### config.mk
export PLATFORM = sky130hd
export DESIGN_NAME = ofm_tile_reader_flat
export DESIGN_NICKNAME = d
export VERILOG_FILES = /design/src/rtl/cnn_pkg.sv /design/src/rtl/ofm_tile_reader_if.sv /design/src/rtl/ofm_tile_addr_gen.sv /design/src/rtl/ofm_tile_reader.sv /design/src/flat_wrapper.sv
export SDC_FILE = /design/constraint.sdc
export NUM_CORES = 1
export LEC_CHECK = 0
export ABC_CLOCK_PERIOD_IN_PS = 80300
export BUFFER_PORTS_ARGS = -buffer_cell sky130_fd_sc_hd__buf_4
export CAP_MARGIN = 0
export CORE_AREA = 2 2 279 281
export CTS_BUF_LIST = sky130_fd_sc_hd__clkbuf_4
export DETAILED_ROUTE_END_ITERATION = 16
export DIE_AREA = 0 0 281 283
export PLACE_DENSITY = 0.66
export SETUP_SLACK_MARGIN = 0.3
export SYNTH_ARGS = -nofsm -noshare
export SYNTH_HDL_FRONTEND = slang
export SYNTH_SLANG_ARGS = --single-unit
### constraint.sdc
create_clock -name clk -period 80.3 [get_ports clk]
set_input_delay 16.06 -clock clk [delete_from_list [all_inputs] [get_ports clk]]
set_output_delay 16.06 -clock clk [all_outputs]
set_load 0.02 [all_outputs]
### src/rtl/cnn_pkg.sv
// Shared geometry defaults, reader FSM states and small sizing helpers for the
// output-feature-map reader.
package cnn_pkg;

    localparam int OFM_TO = 7;
    localparam int OFM_R  = 10;
    localparam int OFM_C  = 10;
    localparam int OFM_TR = 2;
    localparam int OFM_TC = 2;
    localparam int OFM_DW = 1;

    typedef enum logic [1:0] {
        IDLE,
        STREAM,
        FIN
    } state_t;

    // Size of a tile along one axis once the map edge clips it.
    function automatic int tile_dim(input int tile, input int remaining);
        return (tile < remaining) ? tile : remaining;
    endfunction

    // Counter width for n distinct values; never narrower than one bit.
    function automatic int cnt_w(input int n);
        return (n > 1) ? $clog2(n) : 1;
    endfunction

endpackage

### src/rtl/ofm_tile_reader_if.sv
// Valid/ready beat stream from the tile reader to the pooling/writeback stage.
interface ofm_tile_reader_if #(
    parameter int TO = cnn_pkg::OFM_TO,
    parameter int R  = cnn_pkg::OFM_R,
    parameter int C  = cnn_pkg::OFM_C,
    parameter int DW = cnn_pkg::OFM_DW
);
    import cnn_pkg::*;

    localparam int CH_W  = cnt_w(TO);
    localparam int ROW_W = cnt_w(R);
    localparam int COL_W = cnt_w(C);

    logic             m_valid;
    logic             m_ready;
    logic [DW-1:0]    m_data;
    logic [CH_W-1:0]  m_ch;
    logic [ROW_W-1:0] m_row;
    logic [COL_W-1:0] m_col;
    logic             m_tile_last;
    logic             m_frame_last;

    modport master (
        output m_valid, m_data, m_ch, m_row, m_col, m_tile_last, m_frame_last,
        input  m_ready
    );

    modport slave (
        input  m_valid, m_data, m_ch, m_row, m_col, m_tile_last, m_frame_last,
        output m_ready
    );

endinterface

### src/rtl/ofm_tile_addr_gen.sv
// Five-level loop counter (channel, tile-row, tile-col, row-in-tile, col-in-tile)
// with edge-tile clipping; steps one element per advance.
module ofm_tile_addr_gen
    import cnn_pkg::*;
#(
    parameter int TO    = OFM_TO,
    parameter int R     = OFM_R,
    parameter int C     = OFM_C,
    parameter int TR    = OFM_TR,
    parameter int TC    = OFM_TC,
    parameter int CH_W  = cnt_w(TO),
    parameter int ROW_W = cnt_w(R),
    parameter int COL_W = cnt_w(C)
) (
    input  logic             clk,
    input  logic             rst,
    input  logic             clear,
    input  logic             advance,
    output logic [CH_W-1:0]  ch,
    output logic [ROW_W-1:0] row,
    output logic [COL_W-1:0] col,
    output logic             tile_last,
    output logic             frame_last
);

    logic [CH_W-1:0]  o_q;
    logic [ROW_W-1:0] tr_q;
    logic [ROW_W-1:0] rr_q;
    logic [COL_W-1:0] tc_q;
    logic [COL_W-1:0] cc_q;
    int               th;
    int               tw;
    logic             cc_end;
    logic             rr_end;
    logic             tc_end;
    logic             tr_end;
    logic             o_end;

    always_comb begin
        th     = tile_dim(TR, R - int'(tr_q));
        tw     = tile_dim(TC, C - int'(tc_q));
        cc_end = (int'(cc_q) == tw - 1);
        rr_end = (int'(rr_q) == th - 1);
        tc_end = (int'(tc_q) + TC >= C);
        tr_end = (int'(tr_q) + TR >= R);
        o_end  = (int'(o_q) == TO - 1);
    end

    // Each level wraps and carries into the next only when all inner levels wrap.
    always_ff @(posedge clk) begin
        if (rst || clear) begin
            o_q  <= '0;
            tr_q <= '0;
            rr_q <= '0;
            tc_q <= '0;
            cc_q <= '0;
        end else if (advance) begin
            cc_q <= cc_end ? '0 : cc_q + 1'b1;
            if (cc_end) begin
                rr_q <= rr_end ? '0 : rr_q + 1'b1;
                if (rr_end) begin
                    tc_q <= tc_end ? '0 : tc_q + COL_W'(TC);
                    if (tc_end) begin
                        tr_q <= tr_end ? '0 : tr_q + ROW_W'(TR);
                        if (tr_end) begin
                            o_q <= o_end ? '0 : o_q + 1'b1;
                        end
                    end
                end
            end
        end
    end

    assign ch         = o_q;
    assign row        = tr_q + rr_q;
    assign col        = tc_q + cc_q;
    assign tile_last  = cc_end & rr_end;
    assign frame_last = tile_last & tc_end & tr_end & o_end;

endmodule

### src/rtl/ofm_tile_reader.sv
// Output-feature-map tile reader: captures the flat map on start and replays it
// as a valid/ready stream in the engine's loop-tiled order.
module ofm_tile_reader
    import cnn_pkg::*;
#(
    parameter int TO = OFM_TO,
    parameter int R  = OFM_R,
    parameter int C  = OFM_C,
    parameter int TR = OFM_TR,
    parameter int TC = OFM_TC,
    parameter int DW = OFM_DW
) (
    input  logic                 clk,
    input  logic                 rst,
    input  logic                 start,
    input  logic [TO*R*C*DW-1:0] ofm_in,
    output logic                 busy,
    output logic                 done,
    ofm_tile_reader_if.master    m
);

    localparam int CH_W  = cnt_w(TO);
    localparam int ROW_W = cnt_w(R);
    localparam int COL_W = cnt_w(C);
    localparam int IDX_W = cnt_w(TO * R * C * DW);

    state_t               state;
    state_t               state_nx;
    logic                 load;
    logic                 clear;
    logic                 advance;
    logic                 vld_p1;
    logic [TO*R*C*DW-1:0] buf_p0;
    logic [CH_W-1:0]      ch;
    logic [ROW_W-1:0]     row;
    logic [COL_W-1:0]     col;
    logic                 tile_last;
    logic                 frame_last;
    logic [IDX_W-1:0]     idx;
    logic [IDX_W-1:0]     base;

    ofm_tile_addr_gen #(
        .TO    (TO),
        .R     (R),
        .C     (C),
        .TR    (TR),
        .TC    (TC),
        .CH_W  (CH_W),
        .ROW_W (ROW_W),
        .COL_W (COL_W)
    ) u_addr (
        .clk        (clk),
        .rst        (rst),
        .clear      (clear),
        .advance    (advance),
        .ch         (ch),
        .row        (row),
        .col        (col),
        .tile_last  (tile_last),
        .frame_last (frame_last)
    );

    always_ff @(posedge clk) begin
        if (rst) begin
            state <= IDLE;
        end else begin
            state <= state_nx;
        end
    end

    always_comb begin
        state_nx = state;
        load     = 1'b0;
        clear    = 1'b0;
        advance  = 1'b0;
        unique case (state)
            IDLE: begin
                if (start) begin
                    load     = 1'b1;
                    clear    = 1'b1;
                    state_nx = STREAM;
                end
            end
            STREAM: begin
                advance = m.m_ready;
                if (m.m_ready && frame_last) begin
                    state_nx = FIN;
                end
            end
            FIN: begin
                state_nx = IDLE;
            end
            default: begin
                state_nx = IDLE;
            end
        endcase
    end

    // Stage p0: whole map captured once; starts during a frame never reach here.
    always_ff @(posedge clk) begin
        if (load) begin
            buf_p0 <= ofm_in;
        end
    end

    // Stage p1: current beat selected straight from the counters, so a stall holds it.
    always_comb begin
        idx  = IDX_W'((int'(ch) * R + int'(row)) * C + int'(col));
        base = IDX_W'(int'(idx) * DW);
    end

    assign vld_p1         = (state == STREAM);
    assign busy           = vld_p1;
    assign done           = (state == FIN);
    assign m.m_valid      = vld_p1;
    assign m.m_data       = vld_p1 ? buf_p0[base +: DW] : '0;
    assign m.m_ch         = vld_p1 ? ch : '0;
    assign m.m_row        = vld_p1 ? row : '0;
    assign m.m_col        = vld_p1 ? col : '0;
    assign m.m_tile_last  = vld_p1 & tile_last;
    assign m.m_frame_last = vld_p1 & frame_last;

endmodule
### src/flat_wrapper.sv
// flat-port wrapper written by rule: the top's interface ports become plain ports
module ofm_tile_reader_flat import cnn_pkg::*;
#(
    parameter int TO = OFM_TO,
    parameter int R  = OFM_R,
    parameter int C  = OFM_C,
    parameter int TR = OFM_TR,
    parameter int TC = OFM_TC,
    parameter int DW = OFM_DW
)
  (clk, rst, start, ofm_in, busy, done, m_m_valid, m_m_data, m_m_ch, m_m_row, m_m_col, m_m_tile_last, m_m_frame_last, m_m_ready);
  ofm_tile_reader_if #(.TO(TO), .R(R), .C(C), .DW(DW)) m_i ();
  input  logic clk;
  input  logic rst;
  input  logic start;
  input  logic [TO*R*C*DW-1:0] ofm_in;
  output logic busy;
  output logic done;
  output wire logic [$bits(m_i.m_valid)-1:0] m_m_valid;
  output wire logic [$bits(m_i.m_data)-1:0] m_m_data;
  output wire logic [$bits(m_i.m_ch)-1:0] m_m_ch;
  output wire logic [$bits(m_i.m_row)-1:0] m_m_row;
  output wire logic [$bits(m_i.m_col)-1:0] m_m_col;
  output wire logic [$bits(m_i.m_tile_last)-1:0] m_m_tile_last;
  output wire logic [$bits(m_i.m_frame_last)-1:0] m_m_frame_last;
  input wire logic [$bits(m_i.m_ready)-1:0] m_m_ready;
  assign m_m_valid = m_i.m_valid;
  assign m_m_data = m_i.m_data;
  assign m_m_ch = m_i.m_ch;
  assign m_m_row = m_i.m_row;
  assign m_m_col = m_i.m_col;
  assign m_m_tile_last = m_i.m_tile_last;
  assign m_m_frame_last = m_i.m_frame_last;
  assign m_i.m_ready = m_m_ready;
  ofm_tile_reader #(.TO(TO), .R(R), .C(C), .TR(TR), .TC(TC), .DW(DW)) u_core (.clk(clk), .rst(rst), .start(start), .ofm_in(ofm_in), .busy(busy), .done(done), .m(m_i));
endmodule
Word level (Yosys, flattened, before mapping). Cells that the tools add are included.

Register bits after elaboration: 721. Input bits: 704.

$add $sub $neg: 15. Multiply operators: 2. Magnitude comparators: 4. Eq/ne operators: 7. Shifts and indexed selects: 1. Muxes and demuxes: 17. Bitwise operators: 6. Reductions and logical operators: 8.

Operators by type and width (number): variable part select 700 x 11 -> 1 bit (1); equality test 5 x 32 -> 1 bit (2); two-way mux 32 bit (2); subtractor 32 x 2 -> 32 bit, second input constant (2); adder 32 x 5 -> 32 bit (1); < comparator 3 x 32 -> 1 bit, first input constant (1); multiplier 32 x 4 -> 9 bit, second input constant (1); two-way mux 4 bit (6); adder 10 x 5 -> 10 bit (1); adder 4 x 2 -> 5 bit, second input constant (2); >= comparator 5 x 4 -> 1 bit, second input constant (2); subtractor 4 x 4 -> 5 bit, first input constant (2); adder 4 x 1 -> 4 bit, second input constant (2); adder 4 x 2 -> 4 bit, second input constant (2); adder 4 bit (2); bitwise AND 1 bit (6); multiplier 3 x 3 -> 6 bit, second input constant (1); two-way mux 3 bit (2); < comparator 3 x 5 -> 1 bit, first input constant (1); AND reduction 5 bit (1); two-way mux 1 bit (4); two-way mux 2 bit (2); != test 2 bit, second input constant (2); case mux 2 bit (2 select lines) (1); 10 further kinds (11).

Depth between registers and ports, before layout. Gate-level depths: netlist of run 1.

Depth after elaboration: 12. Gate-level depth with buffers: 19.

Modules after synthesis. Synthesis of run 1 repeated with hierarchy kept, for this count alone.

Cell total of the unflattened synthesis: 1477. Area, all modules: 29811.1 sq um.

Modules (own cells, without submodules): ofm_tile_reader (times used 1, cells an instance 1270, area each 28041.9 sq um, seq. area each 21060.2 sq um); ofm_tile_addr_gen (times used 1, cells an instance 207, area each 1769.2 sq um, seq. area each 340.3 sq um).

Worst setup path before layout of run 1. No wires, ideal clock.

Path kind: in2reg. Start point: in start. End point: reg u_core.u_addr.cc_q[0]. Setup time: 0.118 ns. Arrival time: 70.086 ns. Data required time: 80.182 ns. Slack: 10.096 ns. Cell stages on the path: 4. Buffers on the path: 1. Path through: nor3b_1 or2_2 buf_2 nor2_1.

Cells in the longest elaborated chain, start to end: 3.

RTL lines: start: declaration (RTL line flat_wrapper.sv:15) `input logic start;`; two-way mux 1 bit (RTL line ofm_tile_reader.sv:78) `if (start) begin`; two-way mux 1 bit (RTL line ofm_tile_reader.sv:76) `unique case (state)`; logical OR 1 bit (RTL line ofm_tile_addr_gen.sv:51) `if (rst || clear) begin`; end signal: assignment (RTL line ofm_tile_addr_gen.sv:58) `cc_q <= cc_end ? '0 : cc_q + 1'b1;`; end: declaration (RTL line ofm_tile_addr_gen.sv:30) `logic [COL_W-1:0] cc_q;`.

Every way passes these cells. A chain may end at the register's enable or synchronous reset.

Worst setup path after layout of run 1.
Start point: reg u_core.u_addr.tr_q[2]. End point: out m_m_data.

Cells in the longest elaborated chain, start to end: 6.

RTL lines: start: declaration (RTL line ofm_tile_addr_gen.sv:27) `logic [ROW_W-1:0] tr_q;`; start signal: assignment (RTL line ofm_tile_addr_gen.sv:64) `tr_q <= tr_end ? '0 : tr_q + ROW_W'(TR);`; adder 4 bit (RTL line ofm_tile_addr_gen.sv:75) `assign row = tr_q + rr_q;`; adder 32 x 5 -> 32 bit (RTL line ofm_tile_reader.sv:108) `idx = IDX_W'((int'(ch) * R + int'(row)) * C + int'(col));`; multiplier 32 x 4 -> 9 bit (RTL line ofm_tile_reader.sv:108); adder 10 x 5 -> 10 bit (RTL line ofm_tile_reader.sv:108); variable part select 700 x 11 -> 1 bit (RTL line ofm_tile_reader.sv:116) `assign m.m_data = vld_p1 ? buf_p0[base +: DW] : '0;`; two-way mux 1 bit (RTL line ofm_tile_reader.sv:116); end: declaration (RTL line flat_wrapper.sv:20) `output wire logic [$bits(m_i.m_data)-1:0] m_m_data;`.

Every way passes these cells.

==> out/metrics.cfg, run 1 <==
[worst_setup_path]
critPathRequiredTime_ns=64.24
path_max_fanout=52
r2r-start=u_core.u_addr.tc_q[1]
startpoint_type=flop
worst-r2r-cell-count=19
reg2reg_to=u_core.u_addr.ch[2]
cp-startpoint=u_core.u_addr.tr_q[2]
path_class=flop to output port
cp-end-kind=output port
worstPathArrival_ns=7.33
reg2reg_slack_ns=74.82

[global_route]
grt_overflow_total=0
antenna_found_initial=20
grt_pass1_vias=19800
grt_max_degree=191
track_usage_pct=23.3
grt_pass1_wl_um=132000

[synthesis]
yosys_most_used_dff=edfxtp_1
synth.distinct_cells=80
synth_top_area_share_pct=71.7
synth_edf_count=700
syn-cell-area_um2=29300
synth_seq_cells=719
ys.warnings.count=0
synth_seq_area_share_pct=73.0
syn_nets=2245
syn_inst=1491
synth_area_leader_cell=edfxtp_1
yosysMostFrequentCell=edfxtp_1
syn_area_per_cell_um2=19.7
async_flop_share_pct=0
yosys-top-cells-count=edfxtp_1 (700), mux4_2 (179), nand2_1 (86), ha_1 (47), nor2_1 (47)
yosys-top-cells-area=edfxtp_1 (72%), mux4_2 (14%), ha_1 (2.0%)

[detailed_routing]
wirelength_um=92600
drt_first_pass_iters=5
route.vias.total=18300
drc_errors=0
wl_per_cell_um=26.1
first_iter_violations=1430
drtAntennaViolNets=0
vias_per_cell=5.16

[clocking]
htree_levels=4
clockBufferDepth=3
clock-sinks=719
insertion_delay_ns=1.05
clk_pin_slew_ns=0.06
cts-root-buf=clkbuf_4
cts_setup_buffers=0
cts_tree=done
cts_buffers=189
ctsHoldBuffers=0
ctsResizeCount=0

[timing]
period_share_pct=29.1
fin_ws_ns=56.91
whs_ns=0.547
rsz0062_at_grt=false
final-hold-violation-count=0
setup_viol=0
fmax_mhz=42.8
worstMarginPinSlew_ns=1.18
fin_worst_skew_ns=0.0793
finalSetupTns_ns=0
drv_slew=0
slew-limit-headroom_pct=21.5
post-route-min-period_ns=23.39

[power_and_ir_drop]
irDropWorstVdd_mv=0.0123
finalPower_mw=0.826
p_per_area_nw_per_um2=21.5
p_leak_nw=14.3

[worst_hold_path]
hp-start=u_core.u_addr.ch[0]
hold_path.class=flop to flop
holdPathStages=2
holdPathEnd=u_core.u_addr.ch[0]

[cells_and_area]
final_core_util_pct=50.1
fillers=6457
nNetsFinal=3105
area_delta_synth_final_pct=31.0
drive_gt1_share_pct=49.6

[place]
pre_cts_slack_ns=57.89
gp_congestion=0.856
io_buffers=720
hpwlAfterDp_um=67400

[floorplan]
die_width_um=281
core_area_um2=76700
pin_count=721
die_y_um=283
start_util_pct=38.2
dieArea_um2=79500
rows=102

[job]
drv_cap=0

[outcome]
outcome=finished clean

## kinds of logic (layout without fill, tap and decap cells)
group / after synthesis / count (layout) / synth area share (%)
DFF: 719 / 719 / 73.0
xor gates and xnor gates: 36 / 36 / 1.27
AOI/OAI and AO/OA: 122 / 122 / 2.94
and+or+nand+nor: 265 / 265 / 4.50
other: 1 / 18 / 0.0128
muxes: 207 / 207 / 14.7
adders and majority gates: 50 / 50 / 2.21
buffers and inverters: 91 / 1091 / 1.37
## worst max-delay path by stage
| stage | to | cells past startpoint |
|---|---|---|
| finish | m_m_data | 18 |
| global route | m_m_data | 18 |
| CTS | m_m_data | 18 |
| detailed placement | m_m_data | 18 |
| global placement | m_m_data | 18 |
| floorplan | u_core.u_addr.cc_q[0] | 4 |
## per-stage QoR
| step | std cells | area, um^2 |
|---|---|---|
| 6_report | 3548 | 38400 |
| 5_1_grt | 3548 | 38400 |
| 4_1_cts | 3531 | 38400 |
| 3_5_place_dp | 3200 | 36000 |
| 3_3_place_gp | 3199 | 36000 |
| 2_1_floorplan | 1491 | 29300 |
## worst max-delay path, stage by stage, from the launching register on
cell       delay [ns]
dfxtp_1          0.49
ha_1             0.31
xnor2_1          0.33
fa_1             0.49
inv_1            0.10
ha_1             0.23
ha_1             0.50
xor2_4           0.16
buf_4            0.63
buf_4            0.66
mux4_2           0.41
mux4_2           0.48
and2_0           0.18
a2111oi_0        0.42
buf_4            0.19
o21ai_0          0.08
nand4_1          0.14
nand3b_1         0.23
buf_4            0.25
## sequential cells by signal (all words and copies together) (netlist names)
name,flops
u_core.u_addr.ch,3
u_core.u_addr.rr_q,4
u_core.u_addr.tr_q,3
u_core.buf_p0,700
u_core.u_addr.cc_q,4
u_core.u_addr.tc_q,3
u_core.state,2
## placed cells by master, fill, tap and decap left out, types with 10 or more instances in the layout
cell type  netlist  layout
a21oi_1         28      28
inv_1           15      15
dfxtp_1         19      18
clkinv_1         1      47
clkbuf_4         0     265
ha_1            47      46
xnor2_1         21      18
o21ai_0         22      22
mux4_2         179     179
edfxtp_1       700     700
buf_4            2     739
nor2_1          47      46
nand2_1         86      86
diode_2          0      17
nand3_1         37      37
and2_1          14      14
nor3_1          13      13
xor2_1          11      10
mux2i_1         26      26
nand4_1         13      13
## per-layer routing
| metal | global-route usage [%] | up-vias | part of all wire (%) |
|---|---|---|---|
| li1 | - | 8006 | - |
| met3 | 6.67 | 154 | 7.9 |
| met2 | 40.0 | 914 | 52 |
| met1 | 27.5 | 9232 | 37 |
| met5 | 0 | - | 0.041 |
| met4 | 9.00 | 6 | 2.7 |
## power by group
part	internal, mW	leakage, nW	switching [mW]
Sequential	0.440	6.85	0.00677
Combinational	0.0340	5.99	0.0270
Clock	0.158	1.41	0.160
## layout make-up
type	count	area [um^2]	area share, %
clock inverter	66	397	1.03
antenna	17	42.5	0.111
multi-input combinational	681	7610	19.8
clock buffer	265	1990	5.18
timing repair buffer	742	5590	14.6
inverter	18	72.6	0.189
sequential	719	21400	55.7
tap	1040	1300	3.39
Power figures use the tool's default switching activity.
==> run 2: changes to the inputs <==
--- a/config.mk
+++ b/config.mk
@@ -5,7 +5,7 @@
 export SDC_FILE = /design/constraint.sdc
 export NUM_CORES = 1
 export LEC_CHECK = 0
-export ABC_CLOCK_PERIOD_IN_PS = 80300
+export ABC_CLOCK_PERIOD_IN_PS = 22900
 export BUFFER_PORTS_ARGS = -buffer_cell sky130_fd_sc_hd__buf_4
 export CAP_MARGIN = 0
 export CORE_AREA = 2 2 279 281
==> constraint.sdc (replaced) <==
create_clock -name clk -period 22.9 [get_ports clk]
set_input_delay 4.58 -clock clk [delete_from_list [all_inputs] [get_ports clk]]
set_output_delay 4.58 -clock clk [all_outputs]
set_load 0.02 [all_outputs]
==> out/metrics.cfg, run 2 (same netlist as run 1, synthesis figures left out) <==
[outcome]
outcome=finished clean  ; unchanged

[timing]
whs_ns=0.520  ; was 0.547 ns
slew-limit-headroom_pct=24.5  ; was 21.5%
worstMarginPinSlew_ns=1.13  ; was 1.18 ns
setup_viol=0  ; unchanged
post-route-min-period_ns=11.41
drv_slew=0  ; unchanged
final-hold-violation-count=0  ; unchanged
period_share_pct=49.8
fmax_mhz=87.6
rsz0062_at_grt=false  ; unchanged
finalSetupTns_ns=0  ; unchanged
fin_worst_skew_ns=0.0824  ; was 0.0793 ns

[detailed_routing]
route.vias.total=18100  ; was 18300
wirelength_um=93700  ; was 92600 um
drt_first_pass_iters=5  ; unchanged
wl_per_cell_um=26.4  ; was 26.1 um
drc_errors=0  ; unchanged
vias_per_cell=5.11  ; was 5.16
first_iter_violations=1322  ; was 1430
drtAntennaViolNets=0  ; unchanged

[floorplan]
die_width_um=281  ; unchanged
core_area_um2=76700  ; unchanged
rows=102  ; unchanged
die_y_um=283  ; unchanged
pin_count=721  ; unchanged
dieArea_um2=79500  ; unchanged
start_util_pct=38.2  ; unchanged

[clocking]
insertion_delay_ns=1.05  ; about the same
clock-sinks=719  ; unchanged
cts_buffers=188  ; was 189
ctsResizeCount=0  ; unchanged
clk_pin_slew_ns=0.07  ; was 0.06 ns
cts-root-buf=clkbuf_4  ; unchanged
cts_tree=done  ; unchanged
ctsHoldBuffers=0  ; unchanged
cts_setup_buffers=0  ; unchanged
htree_levels=4  ; unchanged
clockBufferDepth=3  ; unchanged

[cells_and_area]
final_common_cell=buf_4  ; unchanged
largest_registers=u_core.buf_p0: 700 flops, u_core.u_addr.cc_q: 4 flops, u_core.u_addr.rr_q: 4 flops  ; unchanged
final_cell_mix=buf_4 (742), edfxtp_1 (700), clkbuf_4 (268), mux4_2 (179), nand2_1 (86)  ; was buf_4 (739), edfxtp_1 (700), clkbuf_4 (265), mux4_2 (179), nand2_1 (86)
regMostFlops=u_core.buf_p0  ; unchanged
drive_gt1_share_pct=49.8  ; was 49.6%
fin_cells=3543  ; was 3548
nNetsFinal=3105  ; unchanged
finalInstanceArea_um2=38400  ; about the same
fillers=6430  ; was 6457
area_delta_synth_final_pct=30.9  ; was 31.0%
largest_reg_flops=700  ; unchanged

[global_route]
met3_usage_pct=6.14  ; was 6.67%
antenna_found_initial=13  ; was 20
grt_max_degree=92  ; was 191
grt_pass1_vias=19600  ; was 19800
grt_pass1_wl_um=132000  ; about the same
met2_usage_pct=41.7  ; was 40.0%
top_usage_layer=met2  ; unchanged
gr-usage-met1_pct=27.3  ; was 27.5%
track_usage_pct=23.5  ; was 23.3%
grt_overflow_total=0  ; unchanged

[place]
hpwlAfterDp_um=69900  ; was 67400 um
gp_congestion=0.827  ; was 0.856
dpl-instance-area_um2=36000  ; about the same
placed_cells=3201  ; was 3200
io_buffers=720  ; unchanged

[worst_setup_path]
path_max_fanout=9  ; was 52
cp-end-kind=output port  ; unchanged
worstPathArrival_ns=6.83  ; was 7.33 ns
path_class=flop to output port  ; unchanged
startpoint_type=flop  ; unchanged
critPathRequiredTime_ns=18.32  ; was 64.24 ns

[power_and_ir_drop]
finalPower_mw=2.89  ; was 0.826 mW
irDropWorstVdd_mv=0.0582  ; was 0.0123 mV
p_per_area_nw_per_um2=75.3  ; was 21.5 nW/um^2
p_leak_nw=14.3  ; about the same

[worst_hold_path]
hold_path.class=flop to flop  ; unchanged

[job]
drv_cap=0  ; unchanged

-- run 2: path summary, 6_finish.rpt --
path / start / to / slack, ns / cells past startpoint
max reg2reg: u_core.u_addr.tc_q[1] / u_core.u_addr.ch[2] / 17.24 / 19
min reg2reg: u_core.u_addr.cc_q[3] / u_core.u_addr.cc_q[3] / 0.52 / 2
min: u_core.u_addr.cc_q[3] / u_core.u_addr.cc_q[3] / 0.52 / 2
max: u_core.u_addr.tr_q[2] / m_m_data / 11.49 / 18
-- run 2: stage by stage --
stage               utilization (%)  setup WS (ns)
floorplan                         -         -0.431
finish                         50.1          11.49
global route                   50.1          10.99
CTS                            50.0          11.25
detailed placement             46.9          12.35
global placement               46.9          12.43
-- run 2: final cells by class --
type / instances / area (um^2) / share of cell area (%)
repair buffers: 743 / 5590 / 14.6
flip-flops and latches: 719 / 21400 / 55.8
clock buffers: 268 / 2010 / 5.24
diodes: 10 / 25.0 / 0.0652
clock inverters: 64 / 383 / 0.997
multi-input cells: 681 / 7600 / 19.8
well taps: 1040 / 1300 / 3.39
inverters: 18 / 72.6 / 0.189
-- run 2: critical path, cell delays in order, from the launching register on --
cell       delay, ns
dfxtp_1         0.49
ha_1            0.31
xnor2_1         0.33
inv_1           0.08
ha_1            0.27
a21o_1          0.18
a21oi_1         0.21
xnor2_1         0.20
ha_1            0.32
fa_1            0.60
a21bo_2         0.27
o22ai_4         0.31
mux4_2          0.56
and2_0          0.17
a2111oi_0       0.93
o21ai_0         0.24
nand4_1         0.13
nand3b_1        0.08
buf_4           0.18
-- run 2: report_power, final --
group	internal (mW)	switching, mW
Combinational	0.120	0.101
Clock	0.558	0.546
Sequential	1.54	0.0244
Total	2.22	0.672
-- run 2: layer usage --
metal	vias to the layer above	routed length, um
li1	8016	-
met1	9181	34900
met2	763	50400
met3	143	6280
met4	6	2090
met5	-	37
